$ cat config.mk
export PLATFORM = sky130hd
export DESIGN_NAME = xalu_nibble_sequencer
export DESIGN_NICKNAME = d
export VERILOG_FILES = /design/src/rtl/xalu_nibble_sequencer.sv
export SDC_FILE = /design/constraint.sdc
export NUM_CORES = 1
export LEC_CHECK = 0
export ABC_AREA = 1
export CELL_PAD_IN_SITES_DETAIL_PLACEMENT = 0
export CELL_PAD_IN_SITES_GLOBAL_PLACEMENT = 1
export CORE_MARGIN = 4
export CORE_UTILIZATION = 32
export CTS_BUF_LIST = sky130_fd_sc_hd__clkbuf_4 sky130_fd_sc_hd__clkbuf_8
export DETAILED_ROUTE_END_ITERATION = 8
export PLACE_DENSITY_LB_ADDON = 0.1
export SLEW_MARGIN = 20
export SYNTH_ARGS = -nofsm -noshare
export SYNTH_HDL_FRONTEND = slang
export SYNTH_SLANG_ARGS = --single-unit
$ cat constraint.sdc
create_clock -name clk -period 1.6 [get_ports clk]
set_input_delay 0.32 -clock clk [delete_from_list [all_inputs] [get_ports clk]]
set_output_delay 0.32 -clock clk [all_outputs]
set_load 0.02 [all_outputs]
$ cat src/rtl/xalu_nibble_sequencer.sv
// xalu_nibble_sequencer: runs a W-bit operation through one 4-bit ALU slice, one nibble per clock.
// Define XALU_SEQ_ROTATE_EN to fill SHL/SHR from the opposite operand end (rotate instead of shift).
module xalu_nibble_sequencer #(
    parameter int NIBBLES = 4
) (
    input  logic                 clk,
    input  logic                 rst_n,
    input  logic                 start,
    input  logic [2:0]           op,
    input  logic [4*NIBBLES-1:0] a,
    input  logic [4*NIBBLES-1:0] b,
    input  logic                 cin,
    input  logic                 com,
    output logic [3:0]           alu_a,
    output logic [3:0]           alu_b,
    output logic [2:0]           alu_f,
    output logic                 alu_ci_right,
    output logic                 alu_ci_left,
    output logic                 alu_com,
    input  logic [3:0]           alu_d,
    input  logic                 alu_co_left,
    input  logic                 alu_co_right,
    input  logic                 alu_zero,
    input  logic                 alu_equ,
    output logic [4*NIBBLES-1:0] result,
    output logic                 cout,
    output logic                 zero,
    output logic                 equ,
    output logic                 busy,
    output logic                 done
);
    localparam int W  = 4 * NIBBLES;
    localparam int IW = $clog2(NIBBLES);
    localparam logic [1:0] S_IDLE = 2'd0, S_RUN = 2'd1, S_DONE = 2'd2;
    localparam logic [2:0] OP_ADD = 3'd0, OP_SHR = 3'd6, OP_SHL = 3'd7;

    logic [1:0]    state_q, state_d;
    logic [W-1:0]  a_q, a_d, b_q, b_d, result_q, result_d;
    logic [2:0]    op_q, op_d;
    logic [IW-1:0] idx_q, idx_d;
    logic          com_q, com_d, chain_q, chain_d, zacc_q, zacc_d, eacc_q, eacc_d;
    logic          cout_q, cout_d, zero_q, zero_d, equ_q, equ_d;
    logic          run, shr, fwd, accept, last, fill, chain_nxt;

    assign run       = state_q == S_RUN;
    assign shr       = op_q == OP_SHR;
    assign fwd       = op_q == OP_ADD || op_q == OP_SHL;
    assign accept    = start && !run;
    assign last      = shr ? idx_q == '0 : idx_q == IW'(NIBBLES - 1);
    assign chain_nxt = fwd ? alu_co_left : shr ? alu_co_right : 1'b0;

`ifdef XALU_SEQ_ROTATE_EN
    assign fill = op == OP_SHL ? a[W-1] : op == OP_SHR ? a[0] : cin;
`else
    assign fill = cin;
`endif

    // Slice is driven straight from registers so each nibble settles within one cycle.
    assign alu_a        = run ? a_q[{idx_q, 2'b00} +: 4] : 4'h0;
    assign alu_b        = run ? b_q[{idx_q, 2'b00} +: 4] : 4'h0;
    assign alu_f        = run ? op_q : 3'd0;
    assign alu_com      = run && com_q;
    assign alu_ci_right = run && fwd && chain_q;
    assign alu_ci_left  = run && shr && chain_q;

    assign result = result_q;
    assign cout   = cout_q;
    assign zero   = zero_q;
    assign equ    = equ_q;
    assign busy   = run;
    assign done   = state_q == S_DONE;

    always_comb begin
        state_d  = state_q;
        a_d      = a_q;
        b_d      = b_q;
        op_d     = op_q;
        com_d    = com_q;
        idx_d    = idx_q;
        chain_d  = chain_q;
        zacc_d   = zacc_q;
        eacc_d   = eacc_q;
        result_d = result_q;
        cout_d   = cout_q;
        zero_d   = zero_q;
        equ_d    = equ_q;
        if (accept) begin
            state_d  = S_RUN;
            a_d      = a;
            b_d      = b;
            op_d     = op;
            com_d    = com;
            idx_d    = op == OP_SHR ? IW'(NIBBLES - 1) : '0;
            chain_d  = fill;
            zacc_d   = 1'b1;
            eacc_d   = 1'b1;
            result_d = '0;
            cout_d   = 1'b0;
            zero_d   = 1'b0;
            equ_d    = 1'b0;
        end else if (run) begin
            result_d[{idx_q, 2'b00} +: 4] = alu_d;
            zacc_d  = zacc_q & alu_zero;
            eacc_d  = eacc_q & alu_equ;
            chain_d = chain_nxt;
            idx_d   = shr ? idx_q - 1'b1 : idx_q + 1'b1;
            if (last) begin
                state_d = S_DONE;
                cout_d  = chain_nxt;
                zero_d  = zacc_q & alu_zero;
                equ_d   = eacc_q & alu_equ;
            end
        end else if (state_q == S_DONE) begin
            state_d = S_IDLE;
        end
    end

    always_ff @(posedge clk or negedge rst_n) begin
        if (!rst_n) begin
            state_q  <= S_IDLE;
            a_q      <= '0;
            b_q      <= '0;
            op_q     <= '0;
            com_q    <= 1'b0;
            idx_q    <= '0;
            chain_q  <= 1'b0;
            zacc_q   <= 1'b0;
            eacc_q   <= 1'b0;
            result_q <= '0;
            cout_q   <= 1'b0;
            zero_q   <= 1'b0;
            equ_q    <= 1'b0;
        end else begin
            state_q  <= state_d;
            a_q      <= a_d;
            b_q      <= b_d;
            op_q     <= op_d;
            com_q    <= com_d;
            idx_q    <= idx_d;
            chain_q  <= chain_d;
            zacc_q   <= zacc_d;
            eacc_q   <= eacc_d;
            result_q <= result_d;
            cout_q   <= cout_d;
            zero_q   <= zero_d;
            equ_q    <= equ_d;
        end
    end
endmodule

==> summary.txt, run 1 <==
Synth
  – Yosys Warn Count: 0
  – Syn nets: 439
  – Mapped Cells: ~380
  – Synth cell types: 19
  – Flops & latches, synth: 62
  – Post-synthesis cell area: 0.00303 sq mm
  – Sequential fraction of the synthesis area: 51.2%
  – Syn Area/Cell: 7.91 sq um

Floorplan
  – Die Width: 105 um
  – Die area: 0.0111 sq mm
  – Die Ht: about 110 um
  – # IOs: 83
  – Site Rows: 35
  – Core area: just over 0.009 sq mm
  – Starting density of the core: between 30% and 40%

STA
  – Final Max Slew Viols: 0
  – RSZ-0062 raised after global routing: true
  – Final hold violation count: 0
  – Fin Hold WS: 0.466 ns
  – Skew final: between 0.007 and 0.008 ns
  – F_max: around 550 MHz
  – Worst-Margin Slew: 0.350 ns
  – Slack of the critical path: -0.223 ns
  – Final period utilization: 114%
  – Crit path time final: 1.82 ns
  – Slew headroom: between 70 and 80%
  – Final setup fails: 15

Job
  – MaxCap Viol Count: 0

GRT
  – Vias in the first global route: between 2000 and 3000
  – Remaining Overflow, GRT: 0
  – Overall Global Routing Usage: 16.4%
  – First-pass GRT wire length: around 14000 um
  – Antenna violations before repair: 0
  – Largest net degree at the start of global routing: 63

Placed design
  – IO Port Bufs: 82
  – Worst slack, placed: -0.346 ns
  – Gpl congestion: 0.746
  – Dpl hpwl: 6090 um
  – Placed Area: 0.00422 sq mm

Clock network
  – Number of CTS-inserted buffers: 9
  – CTS H-tree depth: 3
  – Insertion delay to the later sink of the worst-skew pair: 0.33 ns
  – CTS tree: yes
  – Clk buf depth: 2
  – Root Driver: clkbuf_8
  – Clock Sink Count: a little over 60
  – Worst-path clk slew: 0.07 ns

Critical path
  – Worst path bufs/invs: 2
  – CP arrival: 1.50 ns
  – Endpoint class of the critical path: output port
  – Cell Chain, Critical Path: buf_6 -> nor2_2 -> nor2_2 -> o21ai_2 -> a21oi_2 -> buf_6
  – Crit path max-delay cell type: dfrtp_2
  – Critical path's largest stage delay: between 0.4 and 0.5 ns
  – Crit start category: flip-flop
  – Req. time, crit path: between 1 and 1.5 ns
  – CP delay by family, top: flip-flops
  – WS Path Type: reg -> out
  – Critical-path maximum fanout: 8

Drt
  – Total wire length: 8820 um
  – 1st-iter DRT viols: 73
  – Via density: 4.46
  – Via count: 2872
  – Pre-Repair DR Iteration Count: 4
  – DRC Markers: 0
  – ANT nets after route: 0
  – WL per Instance: 13.7 um

Power
  – Int Pwr: 5.71 mW
  – Pwr dens: 1980 mW/mm^2
  – Sw Ratio: 41.1%
  – NetSw: roughly 4.0 mW
  – Clock Power Share: 16.1%
  – Peak supply drop: 0.829 mV
  – Static Leakage: roughly 2.4 nW
  – Power share of the sequential group: 27.5%
  – Comb pwr share: between 50% and 60%

Layout
  – Post-route cell area: between 0.004 and 0.005 sq mm
  – Antenna diode count: 0
  – Core Util, Final: 52.8%
  – # fillers: 912
  – Nets@finish: approximately 570
  – Layout cell share with drive strength beyond 1: 27.4%
  – Area Growth Syn to Fin: 61.1%

Outcome
  – Failing checks: negative setup slack
  – Outcome: finished with violations

Min path
  – Hold WC Path Type: reg -> reg
## sequential cells by signal, indices dropped and copies added (netlist names)
| register | cells |
|---|---|
| com_q | 1 |
| equ | 1 |
| b_q | 16 |
| chain_q | 1 |
| a_q | 16 |
| zero | 1 |
| eacc_q | 1 |
| op_q | 3 |
| zacc_q | 1 |
| cout | 1 |
| result | 16 |
| idx_q | 2 |
| state_q | 2 |
## per-stage QoR
step / power (mW) / cells / setup TNS, ns
4_1_cts: 9.18 / 636 / -1.98
3_5_place_dp: 7.07 / 612 / -4.50
2_1_floorplan: 5.24 / 383 / -0.129
3_3_place_gp: 7.04 / 612 / -4.09
6_report: 9.68 / 644 / -2.02
5_1_grt: 10.5 / 644 / -3.25
## area by class of cell
class	instances	area [sq um]	area share, %
clock buffers	12	153	3.13
clock inverters	4	70.1	1.44
inverters	21	115	2.36
multi-input cells	282	1480	30.4
flip-flops and latches	62	1550	31.8
well taps	129	161	3.31
repair buffers	134	1340	27.5
## worst register-to-register path, stage by stage (launching register included)
cell      delay (ns)
dfrtp_1         0.39
inv_2           0.07
ha_4            0.17
buf_12          0.13
inv_16          0.05
buf_6           0.13
nand2_8         0.10
clkinv_8        0.09
buf_12          0.15
nor2_2          0.07
nand3_1         0.08
nand2_1         0.07
## metal layers
metal  share of wire [%]  global-route usage, %  vias up
li1                    -                      -     1474
met1                  46                   21.7     1333
met2                  49                   27.0       61
met3                 4.4                   3.61        4
met4                0.63                   4.22        0
met5                   0                      0        -
## synthesized netlist by cell type
cell | n | area [sq um]
buf_6 | 5 | 56.3
nor3_1 | 2 | 10.0
buf_4 | 5 | 37.5
nand2_1 | 145 | 544
o31ai_1 | 4 | 30.0
inv_4 | 1 | 6.26
a21oi_1 | 10 | 50.1
buf_2 | 8 | 40.0
dfrtp_1 | 62 | 1550
ha_1 | 8 | 100
o21ai_1 | 2 | 10.0
o21ai_0 | 28 | 140
nand2_4 | 1 | 11.3
nor2_1 | 42 | 158
nand3_1 | 38 | 190
inv_2 | 3 | 11.3
inv_1 | 17 | 63.8
nor2_4 | 1 | 11.3
nand4_1 | 1 | 6.26
## cell families (layout without fill, tap and decap cells)
group	after synthesis	after routing	synth area share [%]
DFF	62	62	51.2
and+or+nand+nor	230	230	30.7
AOI/OAI and AO/OA	44	44	7.60
buffers and inverters	39	171	7.11
adders and majority gates	8	8	3.31
## worst paths after layout
| check | startpoint | endpoint | slack, ns | cells after the start |
|---|---|---|---|---|
| setup / recovery | idx_q[0]$_DFFE_PN0P_ | alu_b[1] | -0.22 | 6 |
| hold / removal | equ$_DFFE_PN0P_ | equ$_DFFE_PN0P_ | 0.47 | 2 |
| setup reg to reg | state_q[1]$_DFFE_PN0P_ | zero$_DFFE_PN0P_ | 0.03 | 11 |
| hold reg to reg | equ$_DFFE_PN0P_ | equ$_DFFE_PN0P_ | 0.47 | 2 |
| max in group asynchronous | rst_n | idx_q[0]$_DFFE_PN0P_ | 0.77 | 3 |
| min in group asynchronous | rst_n | result[15]$_DFFE_PN0P_ | 0.52 | 3 |
## power by group through the flow
stage                     combinational [mW]  clock, mW  sequential [mW]
after floorplan                         2.54          0             2.69
after global placement                  4.40          0             2.64
after detailed placement                4.43          0             2.64
after CTS                               4.94       1.59             2.65
after global routing                    6.05       1.66             2.74
final                                   5.46       1.56             2.66
## layout by cell type (no fill, tap or decap), types with 8 or more instances in the layout
master / instances
nand3_1: 32
a21oi_2: 8
nand2_2: 8
clkdlybuf4s50_1: 46
nor2_1: 31
inv_1: 10
buf_6: 23
inv_2: 8
dlygate4sd2_1: 19
buf_4: 36
clkbuf_8: 10
nand2_1: 135
dfrtp_1: 61
o21ai_0: 11
o21ai_1: 17
nor2_2: 9
## timing repair
item,4_1_cts,5_1_grt
cloned,2,0
hold endpoints to repair,9,0
endpoints found under the setup margin,58,53
setup buffers,5,9
hold buffers,1,0
pin swaps,15,16
resized for setup,146,55
No activity file was read; power rests on OpenSTA's default activity.
==> run 2: changes to the inputs <==
- HOLD_SLACK_MARGIN: unset -> 0.12
- SKIP_LAST_GASP: unset -> 1
==> run 2 against run 1 <==
The flow still finishes with violations (negative setup slack). Worst setup slack got worse by 0.0024 ns. Clock power hardly changed. Flip-flop and latch count is the same. Design area decreased by 0.69%. First-iteration DRC count is 1.4% higher. Critical path depth unchanged. Largest cell class unchanged. Largest power group unchanged.
==> summary.txt, run 2 (same netlist as run 1, synthesis figures left out) <==
Critical path
  – Endpoint class of the critical path: output port (unchanged)
  – Req. time, crit path: 1.28 ns (about the same)
  – CP delay by family, top: flip-flops (unchanged)
  – WS Path Type: reg -> out (unchanged)
  – Levels on crit path: 6 (unchanged)
  – CP arrival: 1.51 ns (was 1.50 ns)
  – Critical path's largest stage delay: 0.46 ns (about the same)
  – Worst-case reg-to-reg path depth: 9 (was 11)
  – Crit path max-delay cell type: dfrtp_2 (unchanged)
  – Crit start category: flip-flop (unchanged)
  – Cell Chain, Critical Path: buf_6 -> nor2_2 -> nor2_2 -> o21ai_2 -> a21oi_2 -> buf_6 (unchanged)
  – Critical-path maximum fanout: 8 (unchanged)
  – Worst path bufs/invs: 2 (unchanged)

Floorplan
  – Die Width: 105 um (unchanged)
  – Core area: 0.00924 sq mm (unchanged)
  – Site Rows: 35 (unchanged)
  – Die Ht: 105 um (unchanged)
  – # IOs: 83 (unchanged)
  – Die area: 0.0111 sq mm (unchanged)
  – Starting density of the core: 32.8% (unchanged)

STA
  – Final period utilization: 114% (about the same)
  – Slew headroom: 77.7% (was 76.6%)
  – F_max: 548 MHz (was 549 MHz)
  – Final hold violation count: 0 (unchanged)
  – Skew final: 0.00558 ns (was 0.00728 ns)
  – Worst-Margin Slew: 0.335 ns (was 0.350 ns)
  – Final Max Slew Viols: 0 (unchanged)
  – Final setup fails: 18 (was 15)
  – RSZ-0062 raised after global routing: true (unchanged)
  – Fin Hold WS: 0.467 ns (was 0.466 ns)
  – Crit path time final: 1.83 ns (was 1.82 ns)
  – Slack of the critical path: -0.225 ns (was -0.223 ns)

Layout
  – Nets@finish: 566 (unchanged)
  – Commonest non-fill, non-tap cell in the layout: nand2_1 (unchanged)
  – Antenna diode count: 0 (unchanged)
  – Post-route insts no fill: 644 (unchanged)
  – Most frequent cells in the layout: nand2_1, dfrtp_1, clkdlybuf4s50_1 (unchanged)
  – Area Growth Syn to Fin: 60.0% (was 61.1%)
  – Layout cell share with drive strength beyond 1: 26.8% (was 27.4%)

Drt
  – Via density: 4.50 (was 4.46)
  – DRC Markers: 0 (unchanged)
  – 1st-iter DRT viols: 74 (was 73)
  – ANT nets after route: 0 (unchanged)
  – Via count: 2897 (was 2872)
  – Total wire length: 8890 um (was 8820 um)
  – Pre-Repair DR Iteration Count: 4 (unchanged)
  – WL per Instance: 13.8 um (was 13.7 um)

GRT
  – Antenna violations before repair: 0 (unchanged)
  – Overall Global Routing Usage: 16.3% (was 16.4%)
  – Vias in the first global route: 2917 (was 2911)
  – Largest net degree at the start of global routing: 63 (unchanged)
  – Remaining Overflow, GRT: 0 (unchanged)
  – First-pass GRT wire length: 14400 um (about the same)

Power
  – Pwr dens: 1980 mW/mm^2 (about the same)
  – Peak supply drop: 0.810 mV (was 0.829 mV)
  – Final Total Pwr: 9.60 mW (was 9.68 mW)
  – Static Leakage: 2.43 nW (was 2.44 nW)

Placed design
  – IO Port Bufs: 82 (unchanged)
  – Gpl congestion: 0.746 (unchanged)
  – Dpl hpwl: 6090 um (unchanged)
  – DP Cell Count: 612 (unchanged)

Clock network
  – Clock Sink Count: 62 (unchanged)
  – Insertion delay to the later sink of the worst-skew pair: 0.33 ns (about the same)
  – Root Driver: clkbuf_8 (unchanged)
  – CTS H-tree depth: 3 (unchanged)
  – CTS tree: yes (unchanged)
  – Number of CTS-inserted buffers: 9 (unchanged)
  – Clk buf depth: 2 (unchanged)
  – Worst-path clk slew: 0.07 ns (about the same)

Job
  – MaxCap Viol Count: 0 (unchanged)

Outcome
  – Outcome: finished with violations (unchanged)
  – Failing checks: negative setup slack (unchanged)

Min path
  – Hold WC Path Type: reg -> reg (unchanged)
  – Worst hold stages: 2 (unchanged)
run 2: per-layer routing:
metal / global-route usage, % / wire length, um
met4: 4.22 / 56
met3: 3.61 / 398
met5: 0 / 0
met2: 27.0 / 4350
met1: 21.7 / 4080
run 2: path summary, 6_finish.rpt:
path / endpoint / slack (ns) / from
worst max register to register: state_q[1]$_DFFE_PN0P_ / -0.01 / idx_q[0]$_DFFE_PN0P_
worst min register to register: equ$_DFFE_PN0P_ / 0.47 / equ$_DFFE_PN0P_
worst min-delay path: equ$_DFFE_PN0P_ / 0.47 / equ$_DFFE_PN0P_
min in group asynchronous: result[15]$_DFFE_PN0P_ / 0.54 / rst_n
worst max-delay path: alu_b[1] / -0.23 / idx_q[0]$_DFFE_PN0P_
max in group asynchronous: idx_q[0]$_DFFE_PN0P_ / 0.77 / rst_n
run 2: area by class of cell:
type / count / area (sq um)
clock inverters: 4 / 70.1
clock buffers: 12 / 153
multi-input cells: 282 / 1470
well taps: 129 / 161
repair buffers: 134 / 1330
inverters: 21 / 111
flip-flops and latches: 62 / 1550
fillers: 923 / 4400
run 2: timing repair:
action | in CTS | in global routing
endpoints found under the hold margin | 62 | 0
pin swaps | 15 | 17
cloned | 2 | 0
hold buffers | 1 | 0
endpoints found under the setup margin | 58 | 71
gates resized for setup | 137 | 59
buffers inserted | 5 | 10
run 2: power breakdown:
part	total, mW	switching, mW	internal [mW]
Sequential	2.66	0.444	2.21
Clock	1.55	0.602	0.950
Combinational	5.39	2.90	2.49
Total	9.60	3.94	5.66
run 2: metrics by stage:
step / setup WS (ns) / instance area [sq um] / util [%] / TNS, ns
global placement: -0.307 / 4220 / 45.7 / -4.09
detailed placement: -0.346 / 4220 / 45.7 / -4.50
floorplan: -0.0161 / 3080 / - / -0.129
CTS: -0.218 / 4610 / 49.9 / -2.87
finish: -0.225 / 4840 / 52.4 / -2.07
global route: -0.295 / 4840 / 52.4 / -3.81
run 2: worst min-delay path, stage by stage, from the launching register on:
cell and delay [ns]:
dfrtp_1 0.34, nand2_1 0.05, nand2_1 0.04
